File: config.mk
export PLATFORM = sky130hd
export DESIGN_NAME = memory_arbiter
export DESIGN_NICKNAME = d
export VERILOG_FILES = /design/src/rtl/memarb_pkg.sv /design/src/rtl/memarb_fairness.sv /design/src/rtl/memory_arbiter.sv
export SDC_FILE = /design/constraint.sdc
export NUM_CORES = 1
export LEC_CHECK = 0
export ABC_AREA = 1
export BUFFER_PORTS_ARGS = -buffer_cell sky130_fd_sc_hd__buf_2
export CORE_AREA = 2 2 102 104
export DETAILED_ROUTE_END_ITERATION = 7
export DIE_AREA = 0 0 104 106
export HOLD_SLACK_MARGIN = 0.03
export PLACE_DENSITY = 0.69
export REMOVE_ABC_BUFFERS = 1
export SYNTH_ARGS = -nofsm -noshare
export SYNTH_HDL_FRONTEND = slang
export SYNTH_SLANG_ARGS = --single-unit
File: constraint.sdc
create_clock -name clk -period 1.55 [get_ports clk]
set_input_delay 0.2325 -clock clk [delete_from_list [all_inputs] [get_ports clk]]
set_output_delay 0.2325 -clock clk [all_outputs]
set_load 0.05 [all_outputs]
File: src/rtl/memarb_pkg.sv
// Shared types and default sizes for the unified-memory arbiter.
package memarb_pkg;

  localparam int DEFAULT_ADDR_W   = 32;
  localparam int DEFAULT_DATA_W   = 32;
  localparam int DEFAULT_MAX_WAIT = 3;

  typedef enum logic [1:0] {
    GNT_NONE  = 2'd0,
    GNT_INSTR = 2'd1,
    GNT_DATA  = 2'd2
  } grant_e;

  // Width of a counter that must hold 0..max_wait inclusive.
  function automatic int wait_cnt_w(input int max_wait);
    return (max_wait < 1) ? 1 : $clog2(max_wait + 1);
  endfunction

endpackage

File: src/rtl/memarb_fairness.sv
// Anti-starvation counter: counts cycles a pending fetch has lost arbitration
// and raises force_fetch once it has waited MAX_WAIT cycles.
module memarb_fairness
  import memarb_pkg::*;
#(
  parameter int MAX_WAIT = DEFAULT_MAX_WAIT
) (
  input  logic clk,
  input  logic reset,
  input  logic ireq_valid,
  input  logic ireq_ready,
  output logic force_fetch
);

  localparam int CW = wait_cnt_w(MAX_WAIT);
  localparam logic [CW-1:0] MAX_CNT = CW'(MAX_WAIT);

  logic [CW-1:0] wait_cnt;

  always_ff @(posedge clk) begin
    if (reset) begin
      wait_cnt <= '0;
    end else if (!ireq_valid || ireq_ready) begin
      wait_cnt <= '0;
    end else if (wait_cnt != MAX_CNT) begin
      wait_cnt <= wait_cnt + CW'(1);
    end
  end

  assign force_fetch = ireq_valid && (wait_cnt == MAX_CNT);

endmodule

File: src/rtl/memory_arbiter.sv
// Arbiter sharing one single-ported memory between instruction fetch and load/store.
// Define MEMARB_FAIRNESS_EN to bound fetch starvation to MAX_WAIT lost cycles.
module memory_arbiter
  import memarb_pkg::*;
#(
  parameter int addresswidth = DEFAULT_ADDR_W,
  parameter int width        = DEFAULT_DATA_W,
  parameter int MAX_WAIT     = DEFAULT_MAX_WAIT
) (
  input  logic                    clk,
  input  logic                    reset,
  input  logic                    ireq_valid,
  input  logic [addresswidth-1:0] ireq_addr,
  output logic                    ireq_ready,
  output logic                    iresp_valid,
  output logic [width-1:0]        iresp_data,
  input  logic                    dreq_valid,
  input  logic                    dreq_we,
  input  logic [addresswidth-1:0] dreq_addr,
  input  logic [width-1:0]        dreq_wdata,
  output logic                    dreq_ready,
  output logic                    dresp_valid,
  output logic [width-1:0]        dresp_data,
  output logic [addresswidth-1:0] mem_address,
  output logic                    mem_writeEnable,
  output logic [width-1:0]        mem_dataIn,
  input  logic [width-1:0]        mem_dataOut
);

  // Handshake: a request transfers in the cycle where valid && ready. The
  // requester holds valid and payload until it sees ready; ready is
  // combinational and at most one ready is high per cycle. Responses are
  // one-cycle pulses in the cycle after the grant and cannot be stalled.

  grant_e gnt;
  logic   force_fetch;

`ifdef MEMARB_FAIRNESS_EN
  memarb_fairness #(
    .MAX_WAIT (MAX_WAIT)
  ) u_fairness (
    .clk         (clk),
    .reset       (reset),
    .ireq_valid  (ireq_valid),
    .ireq_ready  (ireq_ready),
    .force_fetch (force_fetch)
  );
`else
  // Strict data priority: a fetch is never forced ahead of a data request.
  assign force_fetch = (MAX_WAIT < 0);
`endif

  always_comb begin
    gnt = GNT_NONE;
    if (!reset) begin
      if (ireq_valid && (force_fetch || !dreq_valid)) begin
        gnt = GNT_INSTR;
      end else if (dreq_valid) begin
        gnt = GNT_DATA;
      end
    end
  end

  assign ireq_ready = (gnt == GNT_INSTR);
  assign dreq_ready = (gnt == GNT_DATA);

  // The data address is the idle default so a store path never glitches
  // through a fetch address.
  assign mem_address     = (gnt == GNT_INSTR) ? ireq_addr : dreq_addr;
  assign mem_writeEnable = dreq_ready && dreq_we;
  assign mem_dataIn      = dreq_wdata;

  always_ff @(posedge clk) begin
    if (reset) begin
      iresp_valid <= 1'b0;
      iresp_data  <= '0;
      dresp_valid <= 1'b0;
      dresp_data  <= '0;
    end else begin
      iresp_valid <= (gnt == GNT_INSTR);
      dresp_valid <= (gnt == GNT_DATA);
      if (gnt == GNT_INSTR) begin
        iresp_data <= mem_dataOut;
      end
      if (gnt == GNT_DATA) begin
        dresp_data <= dreq_we ? '0 : mem_dataOut;
      end
    end
  end

endmodule
==> results of run 1 <==
## stage by stage
stage | cells | setup TNS [ns]
after detailed placement | 781 | 0
final | 797 | 0
after CTS | 797 | 0
after global routing | 797 | -0.0174
after floorplan | 428 | -42.71
after global placement | 781 | 0
## final timing paths
check / depth (start not counted) / slack, ns / to
worst min register to register: 2 / 0.45 / dresp_data[31]
worst min-delay path: 3 / 0.12 / iresp_data[28]
worst max register to register: 2 / 0.99 / iresp_data[21]
worst max-delay path: 6 / 0.04 / mem_address[19]
## cells in the final DEF (no fill, tap or decap), drive strengths merged
cell type / instances
clkinvlp: 2
and3: 1
bufinv: 1
buf: 209
nor2: 35
nand2: 194
dfxtp: 66
nand3: 96
inv: 36
clkbuf: 21
## report_power, final
group / internal (W) / switching [W] / total [W] / leakage [nW]
combinational: 0.000303 / 0.000848 / 0.00115 / 2.05
sequential: 0.00177 / 0.0000392 / 0.00181 / 0.540
clock: 0.000919 / 0.000665 / 0.00158 / 0.108
## sequential cells by signal, indices dropped and copies added, names as in the netlist
signal / count
dresp_data: 32
iresp_data: 32
dresp_valid: 1
iresp_valid: 1
## per-layer routing
layer  vias to the layer above  part of all wire (%)  track usage, %
met4                         2                   2.8            9.46
met5                         -                  0.40            5.71
met1                      1642                    42            26.5
met2                       250                    43            29.7
li1                       1807                     -               -
met3                        29                    12            9.20
## worst max-delay path, delay by kind of cell
| kind | cells | cell delay, ns |
|---|---|---|
| buf+inv | 3 | 0.56 |
| simple gates | 3 | 0.47 |
## synthesized netlist by cell type (all sizes together)
master,instances,area share (%)
nand2,194,23
nand3,96,15
dfxtp,66,41
buf,60,12
inv,36,4.2
nor2,35,4.4
clkbuf,5,0.59
and3,1,0.20
## cell type report
type / count / area [um^2]
Multi-Input combinational cell: 326 / 1360
Tap cell: 136 / 170
Fill cell: 1073 / 5620
Clock inverter: 3 / 45.0
Inverter: 36 / 135
Clock buffer: 13 / 179
Sequential cell: 66 / 1320
Timing Repair Buffer: 217 / 1170
## logic make-up (layout without fill, tap and decap cells)
kind of cell           after synthesis  after routing  share of synthesized area (%)
and+or+nand+nor                    326            326                           42.3
buffers and inverters              101            269                           16.5
DFF                                 66             66                           41.2
## what timing repair did
| action | 4_1_cts | 5_1_grt |
|---|---|---|
| setup buffers | 0 | 0 |
| gates resized for setup | 0 | 8 |
| setup endpoints to repair | 0 | 8 |
==> flow_summary.json, run 1 <==
{
  "initial_utilization_pct": 32.1,
  "power_density_mw_per_mm2": 1040,
  "crit_chain": "buf_2 -> nor2_4 -> buf_12 -> nand3_1 -> nand2_1 -> clkbuf_4",
  "max_freq_mhz": 661,
  "finalMaxSlewViolations": 0,
  "drt_pass1_iterations": 4,
  "grt_pass1_vias": 3405,
  "cp.required_ns": 1.32,
  "reg2reg_from": "iresp_data[21]",
  "core_mm2": 0.0100,
  "cts_tree": "built",
  "min_from": "mem_dataOut[28]",
  "hpwlAfterDp_um": 9140,
  "ant_nets": 0,
  "yosysSeqAreaShare_pct": 41.2,
  "finalSetupViolations": 0,
  "syn-cell-area_mm2": 0.00321,
  "grt_pass1_wl_um": 17900,
  "min_period_over_period_pct": 97.7,
  "cts_hold_buf": 0,
  "max-slew-margin-rel_pct": 74.5,
  "clk_latency_ns": 0.34,
  "grt_max_degree": 35,
  "drv_cap": 0,
  "cp-start-kind": "input pin",
  "synthToLayoutAreaGrowth_pct": 36.5,
  "grt_setup_unrepaired": "true",
  "end_kind": "output port",
  "portBuffers": 201,
  "die_y_um": 106,
  "io_pins": 266,
  "antenna_found_initial": 0,
  "grtUsageTotal_pct": 20.8,
  "clk_pin_slew_ns": 0.08,
  "grt_overflow_total": 0,
  "hold_class": "input pin to register",
  "leakagePower_nw": 2.70,
  "pre_cts_slack_ns": 0.0207,
  "fin_area_mm2": 0.00438,
  "cts_sinks": 66,
  "crit_path_start": "dreq_valid",
  "power_w": 0.00455,
  "drive_above_1_share_pct": 35.6,
  "layout_setup_ws_ns": 0.0363,
  "drt_iter0_drc": 229,
  "utilization_pct": 43.8,
  "root_buffer": "clkbuf_8",
  "outcome": "complete, no violations",
  "cts_inserted_buffers": 9,
  "synth_cell_types": 12,
  "cts.path.max_buffers": 2,
  "wl_per_cell_um": 14.9,
  "synth_cells": 493,
  "routed_wl_um": 11900,
  "cp_slowest_stage_delay_ns": 0.23,
  "crit_fanout": 29,
  "fin_nets": 789,
  "path_class": "input pin to output port",
  "rows": 37,
  "dieArea_mm2": 0.0110,
  "ys_seq_elements": 66,
  "hold_viol_final": 0,
  "peakVddDrop_mv": 0.457,
  "finalWeightedCongestion": 0.906,
  "syn_area_per_cell_um2": 6.51,
  "worst_pin_slew_ns": 0.383,
  "crit_path_top_delay_cell": "clkbuf_4",
  "cp_data_arrival_time_ns": 1.28,
  "htree_levels": 3,
  "yosysWarnings": 0,
  "dpl_cell_area_mm2": 0.00413,
  "period_needed_ns": 1.51,
  "holdWs_ns": 0.124,
  "drcViolationCount": 0,
  "n_antenna_cell": 0,
  "vias": 3730,
  "die_w_um": 104,
  "viasPerCell": 4.68,
  "fin_skew_ns": 0
}
Power figures use the tool's default switching activity.
==> inputs of run 2 (changes only) <==
Settings changed: CELL_PAD_IN_SITES_DETAIL_PLACEMENT from default to 0, CELL_PAD_IN_SITES_GLOBAL_PLACEMENT from default to 1, CORE_AREA 2 2 102 104 to default, CORE_MARGIN from default to 2, CORE_UTILIZATION from default to 26, DIE_AREA 0 0 104 106 to default, PLACE_DENSITY 0.69 to default, PLACE_DENSITY_LB_ADDON from default to 0.1.
==> run 2 against run 1 <==
  * Clock power is 31% higher
  * Combinational power about the same
  * Maximum frequency up 1.5%
  * Hold slack improved by 0.011 ns
  * First-iteration DRC count is 10% lower
  * Flip-flop and latch count did not move
  * Non-clock buffer count rose by 3
  * Sequential power barely moved
  * Via count is 3.9% lower
  * Final area up 2.2%
  * Cell count rose by 1.8%
  * Critical path depth is the same
  * Critical path type unchanged
  * Critical endpoint is now mem_address[2]
==> flow_summary.json, run 2 (same netlist as run 1, synthesis figures left out) <==
{
  "grt_overflow_total": 0,
  "fin_skew_ns": 0,
  "reg.largest.list": "dresp_data x32, iresp_data x32",
  "hold_depth": 3,
  "end_kind": "output port",
  "cp_data_arrival_time_ns": 1.26,
  "final_common_cell": "buf_2",
  "clk_pin_slew_ns": 0.05,
  "intPower_w": 0.00340,
  "ant_nets": 0,
  "crit_fanout": 18,
  "power_w": 0.00503,
  "htree_levels": 3,
  "power_density_mw_per_mm2": 1120,
  "reg2reg_setup_slack_ns": 1.01,
  "portBuffers": 201,
  "drv_cap": 0,
  "synthToLayoutAreaGrowth_pct": 39.5,
  "die_y_um": 115,
  "min_from": "mem_dataOut[7]",
  "finalSetupViolations": 0,
  "die_w_um": 115,
  "seq_power_share_pct": 36.0,
  "wl_per_cell_um": 14.5,
  "peakVddDrop_mv": 0.465,
  "ff2ff_path_depth": 2,
  "dieArea_mm2": 0.0132,
  "fin_nets": 792,
  "p_comb_share_pct": 22.7,
  "pwr-share-clk_pct": 41.3,
  "vias": 3584,
  "hpwlAfterDp_um": 9090,
  "cp.required_ns": 1.32,
  "cts_sinks": 66,
  "drt_pass1_iterations": 4,
  "crit_path_start": "dreq_valid",
  "reg2reg_from": "iresp_data[4]",
  "drive_above_1_share_pct": 35.8,
  "n_antenna_cell": 0,
  "finalWeightedCongestion": 0.824,
  "worst_pin_slew_ns": 0.336,
  "swShare_pct": 32.4,
  "grt_max_degree": 35,
  "layout_common_cells": "buf_2 (196), nand2_1 (194), nand3_1 (96)",
  "utilization_pct": 37.3,
  "path_class": "input pin to output port",
  "grt_setup_unrepaired": "true",
  "root_buffer": "clkbuf_16",
  "drcViolationCount": 0,
  "cts_hold_buf": 0,
  "outcome": "complete, no violations",
  "viasPerCell": 4.42,
  "cts_inserted_buffers": 9,
  "core_mm2": 0.0120,
  "rows": 40,
  "hold_class": "input pin to register",
  "antenna_found_initial": 0,
  "hold_viol_final": 0,
  "grtUsageTotal_pct": 17.6,
  "cts.path.max_buffers": 2,
  "max-slew-margin-rel_pct": 77.6,
  "leakagePower_nw": 2.75,
  "cp-start-kind": "input pin",
  "clk_latency_ns": 0.33,
  "p_sw_w": 0.00163,
  "drt_iter0_drc": 206,
  "io_pins": 266,
  "cts_tree": "built",
  "grt_pass1_wl_um": 17600,
  "grt_pass1_vias": 3388,
  "finalMaxSlewViolations": 0,
  "routed_wl_um": 11800,
  "period_needed_ns": 1.49,
  "min_period_over_period_pct": 96.2,
  "max_freq_mhz": 670,
  "initial_utilization_pct": 26.7
}
run 2: cell count changes in the layout (fill, tap and decap cells not counted), sizes merged:
cell,delta
clkinv,+3
clkinvlp,-1
buf,+6
clkbuf,-5
run 2: worst max-delay path, stage by stage:
cell and delay (ns):
buf_2 0.12, nor2_4 0.18, buf_4 0.26, nand3_1 0.09
nand2_1 0.10, buf_2 0.27
run 2: layout make-up:
cell class              count  area, um^2
multi-input cells         326        1360
inverters                  36         135
well taps                 147         184
clock buffers              11         253
repair buffers            220        1170
clock inverters             5        52.6
fillers                  1352        7540
flip-flops and latches     66        1320
run 2: power groups by stage:
stage	Sequential (W)	Combinational (W)	Clock, W
after floorplan	0.00211	0.000452	0
after global placement	0.00184	0.00115	0
after detailed placement	0.00185	0.00115	0
after CTS	0.00181	0.00115	0.00213
after global routing	0.00182	0.00123	0.00220
final	0.00181	0.00114	0.00207
run 2: layer usage:
layer / track usage, % / up-vias / wire [um]
met3: 8.65 / 13 / 1420
met4: 6.51 / 2 / 175
met5: 3.33 / - / 32
li1: - / 1817 / -
met1: 21.6 / 1551 / 5000
met2: 26.2 / 201 / 5140
run 2: path summary, 6_finish.rpt:
path | endpoint
max | mem_address[2]
max reg2reg | iresp_data[4]
min reg2reg | dresp_data[13]
min | iresp_data[7]
run 2: through the flow:
step	hold WS (ns)	area, um^2	cells	TNS (ns)	worst slack, ns
CTS	0.124	4460	811	0	0.0158
global route	0.137	4480	811	-0.170	-0.0306
detailed placement	0.434	4160	795	0	0.0173
floorplan	0.305	2810	428	-42.71	-1.35
global placement	0.433	4160	795	0	0.0426
finish	0.135	4480	811	0	0.0583
run 2: timing repair:
action,4_1_cts,5_1_grt
endpoints found under the hold margin,0,0
gates resized for setup,0,5
buffers inserted,0,0
setup endpoints to repair,0,17
==> inputs of run 3 (changes only) <==
Settings changed: CORE_UTILIZATION 26 to 24, SETUP_SLACK_MARGIN from default to 0.15.
Clock period 1.55 ns to 1.5 ns, I/O delays scaled along.
==> run 3 against run 2 <==
  * Combinational power grew 18%
  * Flip-flop and latch count is the same
  * First-iteration DRC count shrank 26%
  * Largest power group unchanged
  * Final area grew 9.0%
  * Setup slack gained 0.085 ns
  * Power grew 4.0%
  * Global-route usage shrank 0.78 points
  * Hold slack lost 0.057 ns
  * Non-clock buffer count grew 2
  * Critical path depth grew 2
  * Die area grew 8.0%
  * Via count grew 2.4%
  * Critical path type unchanged
==> flow_summary.json, run 3 (same netlist as run 1, synthesis figures left out) <==
{
  "outcome": "complete, no violations",
  "hpwlAfterDp_um": 8960,
  "dieArea_mm2": 0.0143,
  "n_antenna_cell": 0,
  "reg.largest.list": "dresp_data x32, iresp_data x32",
  "met1_usage_pct": 20.7,
  "fin_cells": 842,
  "layout_common_cells": "nand2_1 (186), buf_2 (166), nand3_1 (95)",
  "dpl_cell_area_mm2": 0.00419,
  "min_period_over_period_pct": 90.4,
  "viasPerCell": 4.36,
  "period_needed_ns": 1.36,
  "finalWeightedCongestion": 0.827,
  "grt_setup_unrepaired": "true",
  "reg2reg_setup_slack_ns": 0.95,
  "root_buffer": "clkbuf_16",
  "initial_utilization_pct": 24.4,
  "max_freq_mhz": 737,
  "io_pins": 266,
  "routed_wl_um": 12900,
  "drcViolationCount": 0,
  "grt_overflow_total": 0,
  "clk_pin_slew_ns": 0.05,
  "portBuffers": 201,
  "antenna_found_initial": 0,
  "hold_depth": 2,
  "path_class": "input pin to output port",
  "reg2reg_from": "iresp_data[18]",
  "globalRoute.busiestLayer": "met2",
  "rows": 42,
  "cp_slowest_stage_delay_ns": 0.18,
  "fin_area_mm2": 0.00488,
  "peakVddDrop_mv": 0.458,
  "multi_input_area_mm2": 0.00141,
  "finalSetupViolations": 0,
  "holdWs_ns": 0.0775,
  "grt_max_degree": 49,
  "placed_cells": 820,
  "ff2ff_path_depth": 2,
  "cts_tree": "built",
  "crit_path_top_delay_cell": "clkbuf_16",
  "use_met2_pct": 25.8,
  "clk_latency_ns": 0.33,
  "end_kind": "output port",
  "cts_sinks": 66,
  "grt_pass1_wl_um": 18400,
  "htree_levels": 3,
  "grt_use_met3_pct": 7.51,
  "cp_num_buf_inv": 4,
  "cp.required_ns": 1.27,
  "vias": 3669,
  "drv_cap": 0,
  "worst_pin_slew_ns": 0.407,
  "area.sequential_mm2": 0.00132,
  "drt_iter0_drc": 153,
  "cts.path.max_buffers": 2,
  "drive_above_1_share_pct": 37.1,
  "grt_pass1_vias": 3469,
  "cp_data_arrival_time_ns": 1.13,
  "finalMaxSlewViolations": 0,
  "wl_per_cell_um": 15.3,
  "min_from": "reset",
  "cp-start-kind": "input pin",
  "power_density_mw_per_mm2": 1070,
  "cp_top_family": "buffers and inverters",
  "hold_class": "input pin to register",
  "cts_inserted_buffers": 9,
  "hold_viol_final": 0,
  "final_common_cell": "nand2_1",
  "leakagePower_nw": 2.87,
  "core_mm2": 0.0131,
  "ant_nets": 0,
  "reg2reg_to": "iresp_data[18]",
  "drt_pass1_iterations": 4,
  "fin_skew_ns": 0,
  "hold_end": "dresp_valid",
  "crit_chain": "buf_8 -> nor2_4 -> buf_12 -> nand2_8 -> clkbuf_16 -> nand2_1 -> nand2_1 -> buf_6",
  "synthToLayoutAreaGrowth_pct": 52.0,
  "die_y_um": 120,
  "crit_fanout": 8,
  "grtUsageTotal_pct": 16.8,
  "crit_top_cell": "nand2_1",
  "num-fill-cells": 1437,
  "die_w_um": 120,
  "fin_nets": 794,
  "max-slew-margin-rel_pct": 72.8
}
-- run 3: cell count changes in the layout (fill, tap and decap cells not counted), sizes merged --
cell / delta
buf: +5
bufinv: -1
clkinv: -1
clkinvlp: -1
-- run 3: cell type report --
type | count | area share, %
Clock inverter | 2 | 0.205
Timing Repair Buffer | 222 | 30.9
Tap cell | 176 | 4.52
Multi-Input combinational cell | 326 | 28.9
Inverter | 36 | 2.77
Sequential cell | 66 | 27.1
Clock buffer | 14 | 5.62
-- run 3: per-layer routing --
metal  share of wire [%]  vias to the layer above
met5                   0                        -
met4                 1.5                        0
met3                  11                       15
met2                  45                      198
met1                  42                     1632
li1                    -                     1824
-- run 3: worst max path at each step --
stage	start	endpoint	slack, ns	cells past startpoint
floorplan	dreq_valid	ireq_ready	-1.39	3
global placement	dreq_valid	mem_address[23]	0.02	6
detailed placement	dreq_valid	mem_address[29]	0.009	6
CTS	dreq_valid	mem_address[20]	0.10	7
global route	dreq_valid	mem_address[16]	0.09	8
finish	dreq_valid	mem_address[5]	0.14	8
-- run 3: through the flow --
step | power (W) | utilization [%] | setup TNS, ns | setup slack [ns]
after global routing | 0.00544 | 37.1 | 0 | 0.0873
final | 0.00523 | 37.1 | 0 | 0.143
after global placement | 0.00310 | 31.9 | 0 | 0.0208
after CTS | 0.00520 | 35.1 | 0 | 0.103
after detailed placement | 0.00310 | 31.9 | 0 | 0.00937
after floorplan | 0.00265 | - | -45.19 | -1.39
-- run 3: power breakdown --
part           leakage, nW  switching (W)  total, W  internal, W
clock                0.143       0.000765   0.00202      0.00125
sequential           0.540      0.0000356   0.00187      0.00183
combinational         2.19       0.000917   0.00134     0.000428
total                 2.87        0.00172   0.00523      0.00351
-- run 3: repair_timing --
action / CTS / global route
buffers inserted: 1 / 1
pin swaps: 0 / 1
gates cloned: 1 / 3
setup endpoints to repair: 33 / 33
hold buffers: 0 / 0
resized for setup: 38 / 52
